[src/rtl/wrap_led_stepper_if.sv]
// Control and LED bundle between the slow-tick consumer and its neighbours.
// The master drives controls and the tick level; the slave returns LED state and events.
interface wrap_led_stepper_if #(
    parameter int WIDTH = 16
) ();
    logic             tick_clk;
    logic             en;
    logic             dir;
    logic             mode;
    logic             load;
    logic [WIDTH-1:0] load_pat;
    logic [WIDTH-1:0] led;
    logic             step;
    logic             wrap;
    logic [7:0]       wrap_cnt;

    modport master (
        output tick_clk, en, dir, mode, load, load_pat,
        input  led, step, wrap, wrap_cnt
    );

    modport slave (
        input  tick_clk, en, dir, mode, load, load_pat,
        output led, step, wrap, wrap_cnt
    );
endinterface

[src/rtl/wrap_led_stepper.sv]
// LED pattern stepper: synchronizes a slow tick level and advances the pattern
// on each rising edge, either rotating with wrap-around or bouncing between ends.
module wrap_led_stepper #(
    parameter int WIDTH       = 16,
    parameter int SYNC_STAGES = 2
) (
    input logic               clk,
    input logic               rst,
    wrap_led_stepper_if.slave bus
);
    logic [SYNC_STAGES-1:0] sync_q, sync_d;
    logic                   tp_q, tp_d;
    logic                   bd_q, bd_d;
    logic [WIDTH-1:0]       led_q, led_d;
    logic                   step_q, step_d;
    logic                   wrap_q, wrap_d;
    logic [7:0]             cnt_q, cnt_d;

    logic             ts;
    logic             tick_edge;
    logic             fwd_drop;
    logic             back_drop;
    logic [WIDTH-1:0] shl;
    logic [WIDTH-1:0] shr;

    assign ts        = sync_q[SYNC_STAGES-1];
    assign tick_edge = ts & ~tp_q;
    assign shl       = {led_q[WIDTH-2:0], 1'b0};
    assign shr       = {1'b0, led_q[WIDTH-1:1]};
    // Bits lost by a forward (bd) shift and by the reversed shift.
    assign fwd_drop  = bd_q ? led_q[0] : led_q[WIDTH-1];
    assign back_drop = bd_q ? led_q[WIDTH-1] : led_q[0];

    always_comb begin
        sync_d = {sync_q[SYNC_STAGES-2:0], bus.tick_clk};
        tp_d   = ts;
        bd_d   = bus.mode ? bd_q : bus.dir;
        led_d  = led_q;
        step_d = 1'b0;
        wrap_d = 1'b0;
        if (bus.load) begin
            led_d = bus.load_pat;
        end else if (tick_edge && bus.en) begin
            step_d = 1'b1;
            if (!bus.mode) begin
                if (bus.dir) begin
                    led_d  = {led_q[0], led_q[WIDTH-1:1]};
                    wrap_d = led_q[0];
                end else begin
                    led_d  = {led_q[WIDTH-2:0], led_q[WIDTH-1]};
                    wrap_d = led_q[WIDTH-1];
                end
            end else if (!fwd_drop) begin
                led_d = bd_q ? shr : shl;
            end else begin
                wrap_d = 1'b1;
                bd_d   = ~bd_q;
                if (!back_drop) begin
                    led_d = bd_q ? shl : shr;
                end
            end
        end
        cnt_d = cnt_q + {7'd0, wrap_d};
    end

    always_ff @(posedge clk or negedge rst) begin
        if (!rst) begin
            sync_q <= '0;
            tp_q   <= 1'b0;
            bd_q   <= 1'b0;
            led_q  <= {{(WIDTH-1){1'b0}}, 1'b1};
            step_q <= 1'b0;
            wrap_q <= 1'b0;
            cnt_q  <= 8'd0;
        end else begin
            sync_q <= sync_d;
            tp_q   <= tp_d;
            bd_q   <= bd_d;
            led_q  <= led_d;
            step_q <= step_d;
            wrap_q <= wrap_d;
            cnt_q  <= cnt_d;
        end
    end

    assign bus.led      = led_q;
    assign bus.step     = step_q;
    assign bus.wrap     = wrap_q;
    assign bus.wrap_cnt = cnt_q;
endmodule

[src/flat_wrapper.sv]
// flat-port wrapper written by rule: the top's interface ports become plain ports
module wrap_led_stepper_flat 
#(
    parameter int WIDTH       = 16,
    parameter int SYNC_STAGES = 2
)
  (clk, rst, bus_tick_clk, bus_en, bus_dir, bus_mode, bus_load, bus_load_pat, bus_led, bus_step, bus_wrap, bus_wrap_cnt);
  wrap_led_stepper_if #(.WIDTH(WIDTH)) bus_i ();
  input logic clk;
  input logic rst;
  input wire logic [$bits(bus_i.tick_clk)-1:0] bus_tick_clk;
  input wire logic [$bits(bus_i.en)-1:0] bus_en;
  input wire logic [$bits(bus_i.dir)-1:0] bus_dir;
  input wire logic [$bits(bus_i.mode)-1:0] bus_mode;
  input wire logic [$bits(bus_i.load)-1:0] bus_load;
  input wire logic [$bits(bus_i.load_pat)-1:0] bus_load_pat;
  output wire logic [$bits(bus_i.led)-1:0] bus_led;
  output wire logic [$bits(bus_i.step)-1:0] bus_step;
  output wire logic [$bits(bus_i.wrap)-1:0] bus_wrap;
  output wire logic [$bits(bus_i.wrap_cnt)-1:0] bus_wrap_cnt;
  assign bus_i.tick_clk = bus_tick_clk;
  assign bus_i.en = bus_en;
  assign bus_i.dir = bus_dir;
  assign bus_i.mode = bus_mode;
  assign bus_i.load = bus_load;
  assign bus_i.load_pat = bus_load_pat;
  assign bus_led = bus_i.led;
  assign bus_step = bus_i.step;
  assign bus_wrap = bus_i.wrap;
  assign bus_wrap_cnt = bus_i.wrap_cnt;
  wrap_led_stepper #(.WIDTH(WIDTH), .SYNC_STAGES(SYNC_STAGES)) u_core (.clk(clk), .rst(rst), .bus(bus_i));
endmodule
[config.mk]
export PLATFORM = sky130hd
export DESIGN_NAME = wrap_led_stepper_flat
export DESIGN_NICKNAME = d
export VERILOG_FILES = /design/src/rtl/wrap_led_stepper_if.sv /design/src/rtl/wrap_led_stepper.sv /design/src/flat_wrapper.sv
export SDC_FILE = /design/constraint.sdc
export NUM_CORES = 1
export LEC_CHECK = 0
export CAP_MARGIN = 15
export CORE_ASPECT_RATIO = 1.5
export CORE_MARGIN = 3
export CORE_UTILIZATION = 45
export DETAILED_ROUTE_END_ITERATION = 16
export PLACE_DENSITY = 0.73
export SLEW_MARGIN = 25
export SYNTH_ARGS = -nofsm -noshare
export SYNTH_HDL_FRONTEND = slang
export SYNTH_SLANG_ARGS = --single-unit
[constraint.sdc]
create_clock -name clk -period 3.4 [get_ports clk]
set_input_delay 0.85 -clock clk [delete_from_list [all_inputs] [get_ports clk]]
set_output_delay 0.85 -clock clk [all_outputs]
set_load 0.05 [all_outputs]
==> metrics.txt <==
Post-layout nets 274; syn nets 234; hold buffer count at cts 0; FF/Latch Area 752.0 µm²; Leakage 0.9571 nW; vias in the first global route 1708; commonest non-fill, non-tap cell in the layout clkdlybuf4s50_1; floorplan core area 3994 µm²; n_diodes 0; DRC viols 0; Slew @ Worst Pin 0.7070 ns; Post-DP Area 2372 µm²; Vias 1690; number of setup buffers added after CTS 0; clock buffer depth 2; first-pass GRT wire length 8183 µm; asr flop ratio synth 100.0%; critical path type in -> reg; final instance area 2464 µm²; commonest non-fill, non-tap cells in the layout 48 x clkdlybuf4s50_1, 34 x a21oi_1, 29 x dfrtp_1; I/O pin count 49; critical path endpoint category flip-flop; largest net degree at the start of global routing 34; Critical Path Fanout Max 33; HPWL after DPL 3129 µm; clk sinks 30; R2R cell count 4; Antenna Nets Post-Route 0; full die area 5034 µm²; setup violators final 0; MaxCap Viol Count 0; Tmin final 2.618 ns; total power per unit cell area 452.3 nW/µm²; critical path's slowest cell or4_1; total power 0.001114 W; CTS clk-pin slew, worst paths 0.06 ns; initial antenna violation count 0; syn_area_per_cell 9.052 µm²; Detailed Routing Iterations Pass 1 4; status finished clean; hold path cells 0; CP delay by family, top simple AND/OR/NAND/NOR gates; yosys warns 0; Routed wire per std cell 15.73 µm; DR iter-0 viols 60; CP cell instances clkdlybuf4s50_1 > buf_4 > nand3_2 > nand2_2 > or4_1 > a21oi_1; flops & latches, synth 30; final worst-path cycle share 76.99%; Peak supply drop 0.3966 mV; Root Driver clkbuf_8; proportion of netlist area held by the largest area contributor 38.36%; min-delay worst type reg -> reg; fill count 366; Layout area overhead 30.22%; clock buffer count from CTS 5; unrepaired setup endpoints after global routing false; Die Ht 85.41 µm; H-tree Lvls 2; setup TNS 0 ns; Initial Util 47.37%; critical path arrival 2.82 ns; RD Place Congestion 0.7409; Worst EP required 3.60 ns; Main synth FF type dfrtp_1; GRT Overall Usage 20.51%; final wirelength 4641 µm; DIE WIDTH 58.94 µm; Netlist cell types 37; Slew HR 52.69%; Fin. Hold Viols 0; Worst Hold Slack 0.3481 ns; PostCTS Resize Cnt 0; global route overflow 0; Mapped Cells 209; Final Skew 0.007635 ns; cell taking the most area after synthesis dfrtp_1; Slew Limit Fails 0; Site Rows 28; Post-synth EDFFs 0; port bufs 48; synth top area cells dfrtp_1 38%, a21oi_1 9.0%, mux2_1 6.5%; crit start category primary input; CTS tree yes; latest clock arrival within the worst-skew pair 0.28 ns; Critical Path Stages 6; share of cells above drive strength 1 6.400%; Bufs and invs on worst path 2; Mapped Area 1892 µm²; sequential share of the synthesized area 39.75%; FMAX 0.3820 GHz; Vias/cell 5.729; Largest stage delay, worst path 0.59 ns; Multi-input gate area 1042 µm²
==> metal layers <==
metal	share of wire [%]	up-vias	GRT usage [%]
met2	53	39	33.90
met1	40	802	25.41
met4	1.4	0	6.392
met3	5.6	5	5.784
li1	-	844	-
met5	0	-	0
==> sequential cells by signal, indices dropped and copies added (netlist names) <==
name	flops
u_core.bd_q	1
u_core.bus.wrap_cnt	8
u_core.tp_q	1
u_core.sync_q	2
u_core.bus.led	16
u_core.bus.wrap	1
u_core.bus.step	1
==> where the power goes <==
group | internal, W | switching, W | total [W] | leakage (nW)
registers | 0.000396 | 0.0000529 | 0.000449 | 0.363
logic | 0.000143 | 0.000227 | 0.000370 | 0.546
clock network | 0.000163 | 0.000133 | 0.000296 | 0.0482
total | 0.000702 | 0.000413 | 0.00111 | 0.957
==> worst paths after layout <==
| path | from | endpoint | slack [ns] |
|---|---|---|---|
| worst max register to register | u_core.bus.led[15]$_DFFE_PN0P_ | u_core.bus.led[13]$_DFFE_PN0P_ | 1.47 |
| min in group asynchronous | rst | u_core.bus.led[8]$_DFFE_PN0P_ | 0.95 |
| worst min register to register | u_core.sync_q[0]$_DFF_PN0_ | u_core.sync_q[1]$_DFF_PN0_ | 0.35 |
| max in group asynchronous | rst | u_core.bus.led[0]$_DFFE_PN1P_ | 2.14 |
| worst min-delay path | u_core.sync_q[0]$_DFF_PN0_ | u_core.sync_q[1]$_DFF_PN0_ | 0.35 |
| worst max-delay path | bus_mode | u_core.bus.led[13]$_DFFE_PN0P_ | 0.78 |
==> Yosys cell counts (4+ instances only) <==
library cell and count:
a21oi_1 34, dfrtp_1 29, nor2b_1 17, nand3_1 13
a31o_1 11, mux2_1 11, o21ai_0 11, clkbuf_1 10
o211ai_1 10, buf_2 9, nand2_1 6, nand2b_1 6
nor2_1 5, xnor2_1 4
==> final cells by class <==
class / instances / area share, %
multi-input cells: 158 / 42.31
flip-flops and latches: 30 / 30.52
repair buffers: 53 / 21.03
clock buffers: 7 / 3.504
well taps: 45 / 2.285
clock inverters: 1 / 0.2031
inverters: 1 / 0.1524
==> stage by stage <==
step	util [%]	instances	setup WS (ns)
after floorplan	-	209	0.7745
after global placement	59.40	287	0.5571
after detailed placement	59.40	287	0.5080
after CTS	61.69	295	0.7834
after global routing	61.69	295	0.6461
final	61.69	295	0.7824
==> logic make-up (layout without fill, tap and decap cells) <==
family                     count (synthesis)  in the layout  share of synthesized area, %
AOI/OAI and AO/OA                         76             76                         24.80
muxes                                     12             12                         7.077
xor gates and xnor gates                   6              6                         2.778
and+or+nand+nor                           62             62                         19.11
adders and majority gates                  2              2                         1.323
buffers and inverters                     21             62                         5.159
DFF                                       30             30                         39.75
Note: power is estimated with default switching activity, not from simulation.
